$ cat src/rtl/popcnt_driver.sv
// Stream front-end for the bit-count controller/datapath: accepts words, launches one
// count per word, and returns {word, count} results through a small result FIFO.
module popcnt_driver #(
    parameter int WIDTH = 8,
    parameter int CNT_W = $clog2(WIDTH + 1),
    parameter int DEPTH = 4
) (
    input  logic             clk,
    input  logic             rst_n,
    input  logic             in_valid,
    output logic             in_ready,
    input  logic [WIDTH-1:0] in_data,
    output logic             pc_go,
    output logic [WIDTH-1:0] pc_num,
    input  logic             pc_done,
    input  logic [CNT_W-1:0] pc_count,
    output logic             out_valid,
    input  logic             out_ready,
    output logic [WIDTH-1:0] out_word,
    output logic [CNT_W-1:0] out_count,
    output logic             busy
);
    localparam int PTR_W = $clog2(DEPTH);
    localparam int OCC_W = $clog2(DEPTH + 1);

    typedef enum logic [1:0] {
        IDLE   = 2'd0,
        LAUNCH = 2'd1,
        ARM    = 2'd2,
        WAIT   = 2'd3
    } state_t;

    state_t             state_r;
    state_t             state_s;
    logic [WIDTH-1:0]   word_r;
    logic               pc_go_r;

    logic [WIDTH-1:0]   word_mem_r  [DEPTH];
    logic [CNT_W-1:0]   count_mem_r [DEPTH];
    logic [PTR_W-1:0]   wr_ptr_r;
    logic [PTR_W-1:0]   rd_ptr_r;
    logic [OCC_W-1:0]   occ_r;

    logic               full_s;
    logic               empty_s;
    logic               accept_s;
    logic               push_s;
    logic               pop_s;

    assign full_s    = (occ_r == OCC_W'(DEPTH));
    assign empty_s   = (occ_r == {OCC_W{1'b0}});
    // Only one count is ever in flight, so accepting against !full guarantees room for its push.
    assign in_ready  = rst_n & (state_r == IDLE) & ~full_s;
    assign accept_s  = in_valid & in_ready;
    // ARM exists so a pc_done left high by the previous result is never mistaken for this one.
    assign push_s    = (state_r == WAIT) & pc_done;
    assign pop_s     = ~empty_s & out_ready;

    assign pc_go     = pc_go_r;
    assign pc_num    = word_r;
    assign busy      = (state_r != IDLE);
    assign out_valid = ~empty_s;
    assign out_word  = word_mem_r[rd_ptr_r];
    assign out_count = count_mem_r[rd_ptr_r];

    // Next-state decode for the launch/arm/wait sequence.
    always_comb begin
        state_s = state_r;
        case (state_r)
            IDLE: begin
                if (accept_s) state_s = LAUNCH;
                else          state_s = IDLE;
            end
            LAUNCH:  state_s = ARM;
            ARM:     state_s = WAIT;
            WAIT: begin
                if (pc_done) state_s = IDLE;
                else         state_s = WAIT;
            end
            default: state_s = IDLE;
        endcase
    end

    // Control state, captured word and the one-cycle go pulse.
    always_ff @(posedge clk or negedge rst_n) begin
        if (!rst_n) begin
            state_r <= IDLE;
            word_r  <= {WIDTH{1'b0}};
            pc_go_r <= 1'b0;
        end else begin
            state_r <= state_s;
            pc_go_r <= accept_s;
            if (accept_s) word_r <= in_data;
        end
    end

    // Result FIFO pointers and occupancy.
    always_ff @(posedge clk or negedge rst_n) begin
        if (!rst_n) begin
            wr_ptr_r <= {PTR_W{1'b0}};
            rd_ptr_r <= {PTR_W{1'b0}};
            occ_r    <= {OCC_W{1'b0}};
        end else begin
            if (push_s) wr_ptr_r <= wr_ptr_r + PTR_W'(1);
            if (pop_s)  rd_ptr_r <= rd_ptr_r + PTR_W'(1);
            case ({push_s, pop_s})
                2'b10:   occ_r <= occ_r + OCC_W'(1);
                2'b01:   occ_r <= occ_r - OCC_W'(1);
                default: occ_r <= occ_r;
            endcase
        end
    end

    // Result FIFO storage.
    always_ff @(posedge clk or negedge rst_n) begin
        if (!rst_n) begin
            for (int i = 0; i < DEPTH; i++) begin
                word_mem_r[i]  <= {WIDTH{1'b0}};
                count_mem_r[i] <= {CNT_W{1'b0}};
            end
        end else if (push_s) begin
            word_mem_r[wr_ptr_r]  <= word_r;
            count_mem_r[wr_ptr_r] <= pc_count;
        end
    end
endmodule

$ cat config.mk
export PLATFORM = sky130hd
export DESIGN_NAME = popcnt_driver
export DESIGN_NICKNAME = d
export VERILOG_FILES = /design/src/rtl/popcnt_driver.sv
export SDC_FILE = /design/constraint.sdc
export NUM_CORES = 1
export LEC_CHECK = 0
export ABC_CLOCK_PERIOD_IN_PS = 2600
export BUFFER_PORTS_ARGS = -buffer_cell sky130_fd_sc_hd__clkbuf_2
export CAP_MARGIN = 20
export CORE_MARGIN = 5
export CORE_UTILIZATION = 40
export DETAILED_ROUTE_END_ITERATION = 16
export SLEW_MARGIN = 40
export SYNTH_ARGS = -nofsm -noshare
export SYNTH_HDL_FRONTEND = slang
export SYNTH_SLANG_ARGS = --single-unit
$ cat constraint.sdc
create_clock -name clk -period 2.6 [get_ports clk]
set_input_delay 0.13 -clock clk [delete_from_list [all_inputs] [get_ports clk]]
set_output_delay 0.13 -clock clk [all_outputs]
set_load 0.02 [all_outputs]
==> results.json <==
{
  "status": "complete, but fails checks",
  "violations": "hold timing",
  "cts.sinks": 66,
  "avgSynthCellArea_um2": 16.16,
  "post_cts_buffers": 0,
  "clock_latency_ns": 0.33,
  "final_nets": 251,
  "fin_area_um2": 3378,
  "vias": 1607,
  "syn_nets": 205,
  "cp_max_fo": 11,
  "cts_tree": "yes",
  "netSwitchingFraction_pct": 35.93,
  "dpl_cell_area_um2": 3211,
  "min_period_ns": 2.186,
  "netlist_instances": 182,
  "relSlewSlack_pct": 55.21,
  "fillers": 687,
  "intPower_w": 0.002793,
  "finalSetupViolations": 0,
  "grt_max_degree": 67,
  "finalCritPeriodShare_pct": 84.07,
  "io_buffers": 40,
  "p_leak_nw": 1.642,
  "gp_congestion": 0.7201,
  "dp_slack_ns": 0.6287,
  "avgViaCountPerCell": 4.870,
  "drc": 0,
  "grt.total_usage_pct": 13.61,
  "num_antenna_cells": 0,
  "postLayoutSetupSlackWorst_ns": 0.4143,
  "dp_hpwl_mm": 3.454,
  "multiInputGateArea_um2": 1186,
  "pwr-share-comb_pct": 40.3,
  "core-area_um2": 7214,
  "cts_root_buf": "clkbuf_8",
  "hold_slack_ns": -0.02549,
  "h-tree-depth": 3,
  "ys_seq_area_share_pct": 56.15,
  "critical_path_class": "flop to output port",
  "seq_area_um2": 1652,
  "r2r-start": "state_r[1]",
  "drtAntennaViolNets": 0,
  "initialDrtViolationCount": 48,
  "yosys_warnings": 0,
  "routed_wl_mm": 5.340,
  "dieArea_um2": 9169,
  "rows": 31,
  "dpl.cell_count": 315,
  "power_density_nw_per_um2": 1290,
  "cp-start-kind": "flop",
  "finalNonFillerCells": 330,
  "area_growth_pct": 14.84,
  "setup-tns-final_ns": 0,
  "grt_pass1_vias": 1750,
  "crit_path_end_kind": "output port",
  "crit_required_ns": 2.47,
  "wire_per_inst_um": 16.18,
  "startpoint": "rd_ptr_r[0]",
  "tightest_slew_ns": 0.6719,
  "die_w_um": 95.76,
  "grt_overflow": 0,
  "arrival_ns": 2.06,
  "clkPwrFrac_pct": 16.3,
  "ys_ff_latch": 66,
  "start_util_pct": 40.77,
  "min_path_type": "primary input to async pin",
  "grt_first_pass_wirelength_mm": 9.025,
  "numCtsBuffers": 9,
  "clk_pin_slew_ns": 0.07,
  "drive_gt1_share_pct": 55.41,
  "ir_drop_mv": 0.5731,
  "clk_path_buf_depth": 2,
  "final-hold-violation-count": 8,
  "synth_cell_types": 22,
  "syn_area_um2": 2942,
  "power_frac_seq_pct": 43.4,
  "io_pins": 41,
  "max_cap_violations": 0,
  "die_height_um": 95.76,
  "drt-pass1-iter-count": 4,
  "p_switching_w": 0.001566,
  "antenna_found_initial": 0,
  "rsz0062_at_grt": "false",
  "fmax_ghz": 0.4575,
  "drv_slew": 0,
  "skew_ns": 0.007883
}
==> synthesized netlist by cell type <==
cell type	instances	area, µm²
fa_1	1	20.02
mux2_1	2	22.52
xor2_1	3	26.28
mux4_2	12	270.3
nand2_1	5	18.77
nand2_4	4	45.04
xnor2_1	3	26.28
buf_6	5	56.30
or3_1	1	6.260
mux2i_1	1	10.01
mux2_2	54	608.1
nor2_1	3	11.26
buf_4	1	7.510
o21ai_0	1	5.000
dfrtp_1	66	1652
ha_1	5	62.56
or3b_4	1	11.26
inv_1	8	30.03
buf_2	2	10.01
o31a_1	1	8.760
and3_1	2	12.51
nand4_4	1	21.27
==> power by group through the flow <==
stage	clock network, W	logic, W	registers, W
after floorplan	0	0.00141	0.00181
after global placement	0	0.00176	0.00190
after detailed placement	0	0.00180	0.00192
after CTS	0.000739	0.00180	0.00190
after global routing	0.000781	0.00194	0.00197
final	0.000709	0.00176	0.00189
==> routing by layer <==
layer / part of all wire (%) / up-vias / global-route usage (%)
met5: 0 / - / 0
met4: 1.1 / 0 / 3.555
met3: 4.4 / 7 / 5.082
met2: 47 / 36 / 20.79
met1: 47 / 826 / 18.38
li1: - / 738 / -
==> sequential cells by signal (all words and copies together) (netlist names) <==
name and flops:
word_mem_r 32, count_mem_r 16, pc_num 8, occ_r 3, rd_ptr_r 2, state_r 2, wr_ptr_r 2, pc_go 1
==> placed cells by master, fill, tap and decap left out, drive strengths merged <==
cell,instances
and3,2
buf,3
clkbuf,49
clkinv,4
dfrtp,66
dlygate4sd3,1
fa,1
ha,5
inv,8
mux2,56
mux2i,1
mux4,12
nand2,9
nand4,1
nor2,3
o21ai,1
o31a,1
or3,1
or3b,1
xnor2,3
xor2,3
==> repair_timing <==
action | 4_1_cts | 5_1_grt
hold buffers | 1 | 0
gates resized for setup | 0 | 0
endpoints found under the hold margin | 1 | 0
==> final cells by class <==
type | count | share of cell area, %
Inverter | 8 | 0.8889
Sequential cell | 66 | 48.89
Timing Repair Buffer | 43 | 6.778
Clock buffer | 10 | 4.074
Tap cell | 99 | 3.667
Multi-Input combinational cell | 100 | 35.11
Clock inverter | 4 | 0.5926
==> worst paths after layout <==
check / cells past startpoint / slack [ns] / end
setup / recovery: 3 / 0.41 / out_count[2]
min in group clk: 2 / 0.02 / pc_num[5]
setup reg to reg: 8 / 0.65 / occ_r[2]
hold reg to reg: 1 / 0.50 / count_mem_r[5]
max in group asynchronous: 2 / 2.19 / word_mem_r[14]
hold / removal: 2 / -0.03 / state_r[0]
==> critical path, stage by stage, from the launching register on <==
cell and delay (ns):
dfrtp_1 0.78, buf_4 0.27, mux4_2 0.50, clkbuf_2 0.17
==> per-stage QoR <==
stage	total power [W]	hold slack [ns]	utilization (%)
after floorplan	0.003216	-0.1656	-
after global placement	0.003667	0.3435	44.45
after detailed placement	0.003712	0.3529	44.50
after CTS	0.004439	0.0008193	46.83
after global routing	0.004690	0.009094	46.83
final	0.004359	-0.02549	46.83
==> cell families after synthesis <==
kind of cell	share of synthesized area [%]
flip-flops	56.15
buffers and inverters	3.530
XOR/XNOR	1.787
AO/OA/AOI/OAI	0.4678
adder cells (fa/ha/maj)	2.807
AND/OR/NAND/NOR	4.296
multiplexers	30.97
No activity file was read; power rests on OpenSTA's default activity.
